===== config.mk =====
export PLATFORM = sky130hd
export DESIGN_NAME = imem_loader_flat
export DESIGN_NICKNAME = d
export VERILOG_FILES = /design/src/rtl/imem_loader_if.sv /design/src/rtl/imem_loader.sv /design/src/flat_wrapper.sv
export SDC_FILE = /design/constraint.sdc
export NUM_CORES = 2
export LEC_CHECK = 0
export BUFFER_PORTS_ARGS = -buffer_cell sky130_fd_sc_hd__buf_2
export CAP_MARGIN = 20
export CORE_MARGIN = 2
export CORE_UTILIZATION = 31
export DETAILED_ROUTE_END_ITERATION = 8
export SLEW_MARGIN = 10
export SYNTH_ARGS = -nofsm -noshare
export SYNTH_HDL_FRONTEND = slang
export SYNTH_SLANG_ARGS = --single-unit

===== constraint.sdc =====
create_clock -name clk -period 8.8 [get_ports clk]
set_input_delay 1.76 -clock clk [delete_from_list [all_inputs] [get_ports clk]]
set_output_delay 1.76 -clock clk [all_outputs]
set_load 0.005 [all_outputs]

===== src/rtl/imem_loader_if.sv =====
// imem_loader_if
//   Bundles the byte-stream handshake and the core fetch port of the
//   instruction-memory loader.
//   rx_data  [7:0]  stream byte            (master -> slave)
//   rx_valid        rx_data is valid       (master -> slave)
//   rx_ready        loader accepts a byte  (slave  -> master)
//   addr     [31:0] fetch byte address     (master -> slave)
//   data     [31:0] fetched instruction    (slave  -> master)
interface imem_loader_if;
    logic [7:0]  rx_data;
    logic        rx_valid;
    logic        rx_ready;
    logic [31:0] addr;
    logic [31:0] data;

    modport master (
        output rx_data,
        output rx_valid,
        output addr,
        input  rx_ready,
        input  data
    );

    modport slave (
        input  rx_data,
        input  rx_valid,
        input  addr,
        output rx_ready,
        output data
    );
endinterface


===== src/rtl/imem_loader.sv =====
// imem_loader
//   Byte-stream programming front end and storage for the instruction memory.
//   A load is a header byte N followed by 4*N little-endian bytes; each group
//   of four bytes becomes one 32-bit word written to mem[0..N-1]. The core is
//   held in reset until a load completes. The fetch port is combinational.
//
//   Parameters:
//     DEPTH   words stored (1..255)
//     TIMEOUT inter-byte timeout in cycles (only with IMEM_LOADER_TIMEOUT_EN)
//   Ports:
//     clk        clock
//     reset      synchronous active-high reset (memory contents survive it)
//     start      one-cycle pulse starting a load (honoured in IDLE/DONE/ERR)
//     bus        imem_loader_if.slave: rx_data/rx_valid/rx_ready stream,
//                addr/data fetch port
//     cpu_reset  reset to the core, low only in DONE
//     done       load complete
//     err        load aborted (header too large, or inter-byte timeout)
//   Build option:
//     IMEM_LOADER_TIMEOUT_EN  when defined, DATA aborts to ERR after TIMEOUT
//                             cycles without a byte transfer.
module imem_loader #(
    parameter int DEPTH   = 64,
    parameter int TIMEOUT = 1024
) (
    input  logic         clk,
    input  logic         reset,
    input  logic         start,
    imem_loader_if.slave bus,
    output logic         cpu_reset,
    output logic         done,
    output logic         err
);

    localparam int AW = (DEPTH > 1) ? $clog2(DEPTH) : 1;

    typedef enum logic [2:0] {
        S_IDLE,
        S_HDR,
        S_DATA,
        S_DONE,
        S_ERR
    } state_t;

    state_t      state_q, state_d;
    logic [7:0]  n_q, n_d;
    logic [7:0]  widx_q, widx_d;
    logic [1:0]  bidx_q, bidx_d;
    logic [23:0] buf_q, buf_d;

    logic          mem_we;
    logic [AW-1:0] mem_waddr;
    logic [31:0]   mem_wdata;

    // Zero power-up contents; reset deliberately leaves the array alone.
    logic [31:0] mem_q [DEPTH] = '{default: '0};

    // rx_ready decodes from the state register, so the transfer condition
    // is formed from the state directly rather than from the output port.
    logic accepting;
    logic xfer;
    assign accepting = (state_q == S_HDR) || (state_q == S_DATA);
    assign xfer      = accepting && bus.rx_valid;

    logic last_word;
    assign last_word = (widx_q == (n_q - 8'd1));

`ifdef IMEM_LOADER_TIMEOUT_EN
    localparam int TW = $clog2(TIMEOUT + 1);
    logic [TW-1:0] tmo_q, tmo_d;
    logic          tmo_hit;
    // Expires on the TIMEOUT-th consecutive idle cycle in DATA.
    assign tmo_hit = (state_q == S_DATA) && !xfer && (tmo_q == TW'(TIMEOUT - 1));
`else
    localparam int unused_timeout = TIMEOUT;
    logic tmo_hit;
    assign tmo_hit = 1'b0;
`endif

    // ------------------------------------------------------------------
    // State register
    // ------------------------------------------------------------------
    always_ff @(posedge clk) begin
        if (reset) begin
            state_q <= S_IDLE;
            n_q     <= '0;
            widx_q  <= '0;
            bidx_q  <= '0;
            buf_q   <= '0;
        end else begin
            state_q <= state_d;
            n_q     <= n_d;
            widx_q  <= widx_d;
            bidx_q  <= bidx_d;
            buf_q   <= buf_d;
        end
    end

`ifdef IMEM_LOADER_TIMEOUT_EN
    always_ff @(posedge clk) begin
        if (reset) begin
            tmo_q <= '0;
        end else begin
            tmo_q <= tmo_d;
        end
    end

    always_comb begin
        tmo_d = '0;
        // Clears on entry (state_q != S_DATA) and on every transfer.
        if (state_q == S_DATA && !xfer) begin
            tmo_d = tmo_q + TW'(1);
        end
    end
`endif

    // Word store; a write racing a reset edge belongs to an aborted load.
    always_ff @(posedge clk) begin
        if (mem_we && !reset) begin
            mem_q[mem_waddr] <= mem_wdata;
        end
    end

    // ------------------------------------------------------------------
    // Next-state logic
    // ------------------------------------------------------------------
    always_comb begin
        state_d   = state_q;
        n_d       = n_q;
        widx_d    = widx_q;
        bidx_d    = bidx_q;
        buf_d     = buf_q;
        mem_we    = 1'b0;
        mem_waddr = widx_q[AW-1:0];
        mem_wdata = {bus.rx_data, buf_q};

        unique case (state_q)
            S_IDLE, S_DONE, S_ERR: begin
                if (start) begin
                    state_d = S_HDR;
                end
            end
            S_HDR: begin
                if (xfer) begin
                    n_d = bus.rx_data;
                    if (bus.rx_data == 8'd0) begin
                        state_d = S_DONE;
                    end else if (bus.rx_data > 8'(DEPTH)) begin
                        state_d = S_ERR;
                    end else begin
                        state_d = S_DATA;
                        widx_d  = '0;
                        bidx_d  = '0;
                        buf_d   = '0;
                    end
                end
            end
            S_DATA: begin
                if (xfer) begin
                    bidx_d = bidx_q + 2'd1;
                    unique case (bidx_q)
                        2'd0: buf_d[7:0]   = bus.rx_data;
                        2'd1: buf_d[15:8]  = bus.rx_data;
                        2'd2: buf_d[23:16] = bus.rx_data;
                        default: begin
                            // Fourth byte goes straight into the write data.
                            mem_we = 1'b1;
                            if (last_word) begin
                                state_d = S_DONE;
                            end else begin
                                widx_d = widx_q + 8'd1;
                            end
                        end
                    endcase
                end else if (tmo_hit) begin
                    state_d = S_ERR;
                end
            end
            default: begin
                state_d = S_IDLE;
            end
        endcase
    end

    // ------------------------------------------------------------------
    // Outputs, decoded from the state register only
    // ------------------------------------------------------------------
    always_comb begin
        bus.rx_ready = 1'b0;
        cpu_reset    = 1'b1;
        done         = 1'b0;
        err          = 1'b0;
        unique case (state_q)
            S_HDR, S_DATA: bus.rx_ready = 1'b1;
            S_DONE: begin
                done      = 1'b1;
                cpu_reset = 1'b0;
            end
            S_ERR:   err = 1'b1;
            default: ;
        endcase
    end

    // ------------------------------------------------------------------
    // Fetch port: word index from addr[31:2], zero beyond DEPTH
    // ------------------------------------------------------------------
    logic [29:0] rd_word;
    logic        unused_addr_lsb;
    assign rd_word         = bus.addr[31:2];
    assign unused_addr_lsb = ^bus.addr[1:0];

    always_comb begin
        bus.data = 32'h0000_0000;
        if (rd_word < 30'(DEPTH)) begin
            bus.data = mem_q[rd_word[AW-1:0]];
        end
    end

endmodule


===== src/flat_wrapper.sv =====
// flat-port wrapper written by rule: the top's interface ports become plain ports
module imem_loader_flat 
#(
    parameter int DEPTH   = 64,
    parameter int TIMEOUT = 1024
)
  (clk, reset, start, cpu_reset, done, err, bus_rx_data, bus_rx_valid, bus_addr, bus_rx_ready, bus_data);
  imem_loader_if bus_i ();
  input  logic clk;
  input  logic reset;
  input  logic start;
  output logic cpu_reset;
  output logic done;
  output logic err;
  input wire logic [$bits(bus_i.rx_data)-1:0] bus_rx_data;
  input wire logic [$bits(bus_i.rx_valid)-1:0] bus_rx_valid;
  input wire logic [$bits(bus_i.addr)-1:0] bus_addr;
  output wire logic [$bits(bus_i.rx_ready)-1:0] bus_rx_ready;
  output wire logic [$bits(bus_i.data)-1:0] bus_data;
  assign bus_i.rx_data = bus_rx_data;
  assign bus_i.rx_valid = bus_rx_valid;
  assign bus_i.addr = bus_addr;
  assign bus_rx_ready = bus_i.rx_ready;
  assign bus_data = bus_i.data;
  imem_loader #(.DEPTH(DEPTH), .TIMEOUT(TIMEOUT)) u_core (.clk(clk), .reset(reset), .start(start), .bus(bus_i), .cpu_reset(cpu_reset), .done(done), .err(err));
endmodule

==> results by group <==
Drt
  – DRC Markers: 0
  – DR WL/cell: 27.1 µm
  – WL final: 192000 µm
  – Vias: 36.1k
  – DR vias/cell: 5.10
  – DR pass1 iterations: 5
  – Detail Route Antenna Nets: 0
  – Initial DRC Count: 3701

Clock network
  – CTS-repair resized insts: 0
  – CTS tree: yes
  – Post-CTS Hold Buffers: 0
  – Clk slew on worst S/H paths: 0.06 ns
  – CTS H-tree lvls: 4
  – Post-CTS Setup Bufs: 0
  – CTS buffer count: 199
  – Clk Latency, worst-skew pair: 0.84 ns
  – Sink Count: 2093
  – CTS root buf: clkbuf_16
  – Worst-case clock buffer depth: 3

Place
  – Post-Place Setup Slack: 1.97 ns
  – RePlAce Congestion: 0.778
  – Number of port buffers: 77
  – Area after DPL: 85600 µm²
  – DP HPWL: 104000 µm

Timing
  – Setup TNS Final: 0 ns
  – Final-report setup violation count: 0
  – Period utilization: 77.2%
  – Peak Freq: 147 MHz
  – RSZ-0062 raised after global routing: no
  – Max-slew headroom: 32.1%
  – Slew @ Worst Pin: 1.02 ns
  – Final Max Tran Viols: 0
  – Final worst slack: 2.01 ns
  – Post-layout min period: 6.79 ns
  – Fin. Hold Viols: 0
  – Skew final: 0.0316 ns

Floorplanning
  – Starting density of the core: 31.2%
  – Die Width: 512 µm
  – Placement Rows: 186
  – Chip height: 512 µm
  – Ports: 80
  – Die area: 263000 µm²
  – Core area: 257000 µm²

GRT
  – Number of global-route vias before repair: 37.2k
  – Antenna violations before repair: 14
  – All-layer global routing usage: 14.5%
  – Grt ovf: 0
  – First-pass GRT wire length: 274000 µm
  – Pin count of the biggest net entering global routing: 77

Synth
  – Yosys top cell by area: edfxtp_1
  – Sequential share of the synthesized area: 77.9%
  – Top-count cell post-synth: edfxtp_1
  – Most frequent cells after synthesis: edfxtp_1 (2048), mux4_2 (663), nor2_1 (109)
  – Yosys top cell area share: 76.7%
  – Async SR Flop Fraction: 0%
  – Post-synth EDFFs: 2048
  – Yosys reg bits: 2093
  – Synth Flop Type: edfxtp_1
  – Syn. warnings: 0
  – Post-Synthesis Net Count: 3342
  – Unique masters post-synth: 45
  – Cell Area, Synth: 80100 µm²
  – Syn_area_per_cell: 24.3 µm²
  – Mapped Cells: 3292
  – Ranking of synthesized cells by area: edfxtp_1 (77%), mux4_2 (19%), dfxtp_1 (1.1%)

Pwr
  – Reg power frac: 54.5%
  – Clock power frac: 42.1%
  – Switching Fraction: 20.2%
  – Sw Pwr: 4.02 mW
  – Max VDD drop: 185 µV
  – Internal: 15.9 mW
  – PD cells: 215 nW/µm²
  – Static leakage: 25.2 nW
  – Gate power share: 3.4%

Finish
  – Final core utilization: 35.9%
  – Post-layout instance area: 92300 µm²
  – Ratio of cells with drive above 1 in the final layout: 33.8%
  – Area Growth Syn to Fin: 15.2%
  – Final nets: 3575

Setup path
  – Startpoint types: input pin
  – Setup crit end kind: output pin
  – Crit path DAT: 5.03 ns
  – CP required: 7.04 ns
  – CP max FO: 54
  – Crit-path max cell delay: 0.65 ns
  – Crit path kind: in2out
  – Crit-path most repeated cell: mux4_2
  – Critical path's slowest cell: mux4_2
  – Cell chain of the critical path: buf_8 -> buf_12 -> mux4_2 -> mux4_2 -> mux4_2 -> nor2b_1 -> buf_2

Job
  – Max cap viols: 0

Hold path
  – Hold Crit Class: reg2reg

Status
  – Run status: finished clean
-- routing by layer --
| metal | part of all wire (%) | wire [µm] | GRT usage, % | vias up |
|---|---|---|---|---|
| met5 | 0.028 | 53 | 0 | - |
| li1 | - | - | - | 14700 |
| met2 | 50 | 96300 | 24.3 | 1219 |
| met3 | 6.4 | 12200 | 2.49 | 268 |
| met1 | 41 | 78400 | 19.2 | 19900 |
| met4 | 2.7 | 5130 | 4.25 | 8 |
-- cells in the final DEF (no fill, tap or decap), drive strengths merged, types with 16 or more instances in the layout --
master  instances
clkinv         88
a211oi         19
mux4          663
buf           213
nor2b          35
a21oi          21
edfxtp       2048
clkbuf        254
dfxtp          45
nor2          109
bufinv         16
a32oi          25
nand2          33
-- through the flow --
stage / std cells / power [mW] / hold slack, ns
after floorplan: 3292 / 11.5 / 0.444
after global placement: 6694 / 11.7 / 0.467
after detailed placement: 6694 / 11.7 / 0.479
after CTS: 7062 / 20.0 / 0.489
after global routing: 7078 / 20.5 / 0.507
final: 7086 / 19.9 / 0.484
-- kinds of logic (layout without fill, tap and decap cells) --
kind of cell	after synthesis	count (layout)	share of synthesized area, %
mux	673	673	18.8
compound gates	85	85	0.739
other cells	0	10	0
buf+inv	190	590	1.03
xor+xnor	14	14	0.153
flops	2093	2093	77.9
fa+ha+maj	6	6	0.0937
simple gates	231	231	1.36
-- state kept, by name, summed over array words and instances, names as in the netlist --
| name | flops |
|---|---|
| u_core.bidx_q | 2 |
| u_core.widx_q | 8 |
| u_core.state_q | 3 |
| u_core.mem_q | 2048 |
| u_core.n_q | 8 |
| u_core.buf_q | 24 |
-- power by group through the flow --
stage | sequential (mW) | combinational [mW] | clock [mW]
final | 10.8 | 0.674 | 8.38
after global routing | 10.8 | 0.718 | 8.91
after CTS | 10.8 | 0.686 | 8.53
after detailed placement | 11.0 | 0.685 | 0
after global placement | 11.0 | 0.680 | 0
after floorplan | 11.0 | 0.448 | 0
-- worst paths after layout --
path	startpoint	end	slack, ns	cells past startpoint
min reg2reg	u_core.n_q[7]$_SDFFE_PP0P_	u_core.n_q[7]$_SDFFE_PP0P_	0.48	2
max reg2reg	u_core.state_q[1]$_SDFFE_PP0P_	u_core.mem_q[23][11]$_DFFE_PP_	4.34	7
max	bus_addr[2]	bus_data[28]	2.01	7
min	u_core.n_q[7]$_SDFFE_PP0P_	u_core.n_q[7]$_SDFFE_PP0P_	0.48	2
-- worst max-delay path: cells and delay by family --
family	cells	cell delay, ns
multiplexers	3	1.84
buffers and inverters	3	1.06
AND/OR/NAND/NOR	1	0.19
-- cell type report --
| type | count | area, µm² |
|---|---|---|
| flip-flops and latches | 2093 | 62400 |
| inverters | 9 | 33.8 |
| multi-input cells | 1009 | 17400 |
| fillers | 23300 | 165000 |
| well taps | 3384 | 4230 |
| repair buffers | 213 | 1820 |
| clock buffers | 254 | 5350 |
| diodes | 10 | 25.0 |
| clock inverters | 114 | 992 |
Power figures use the tool's default switching activity.
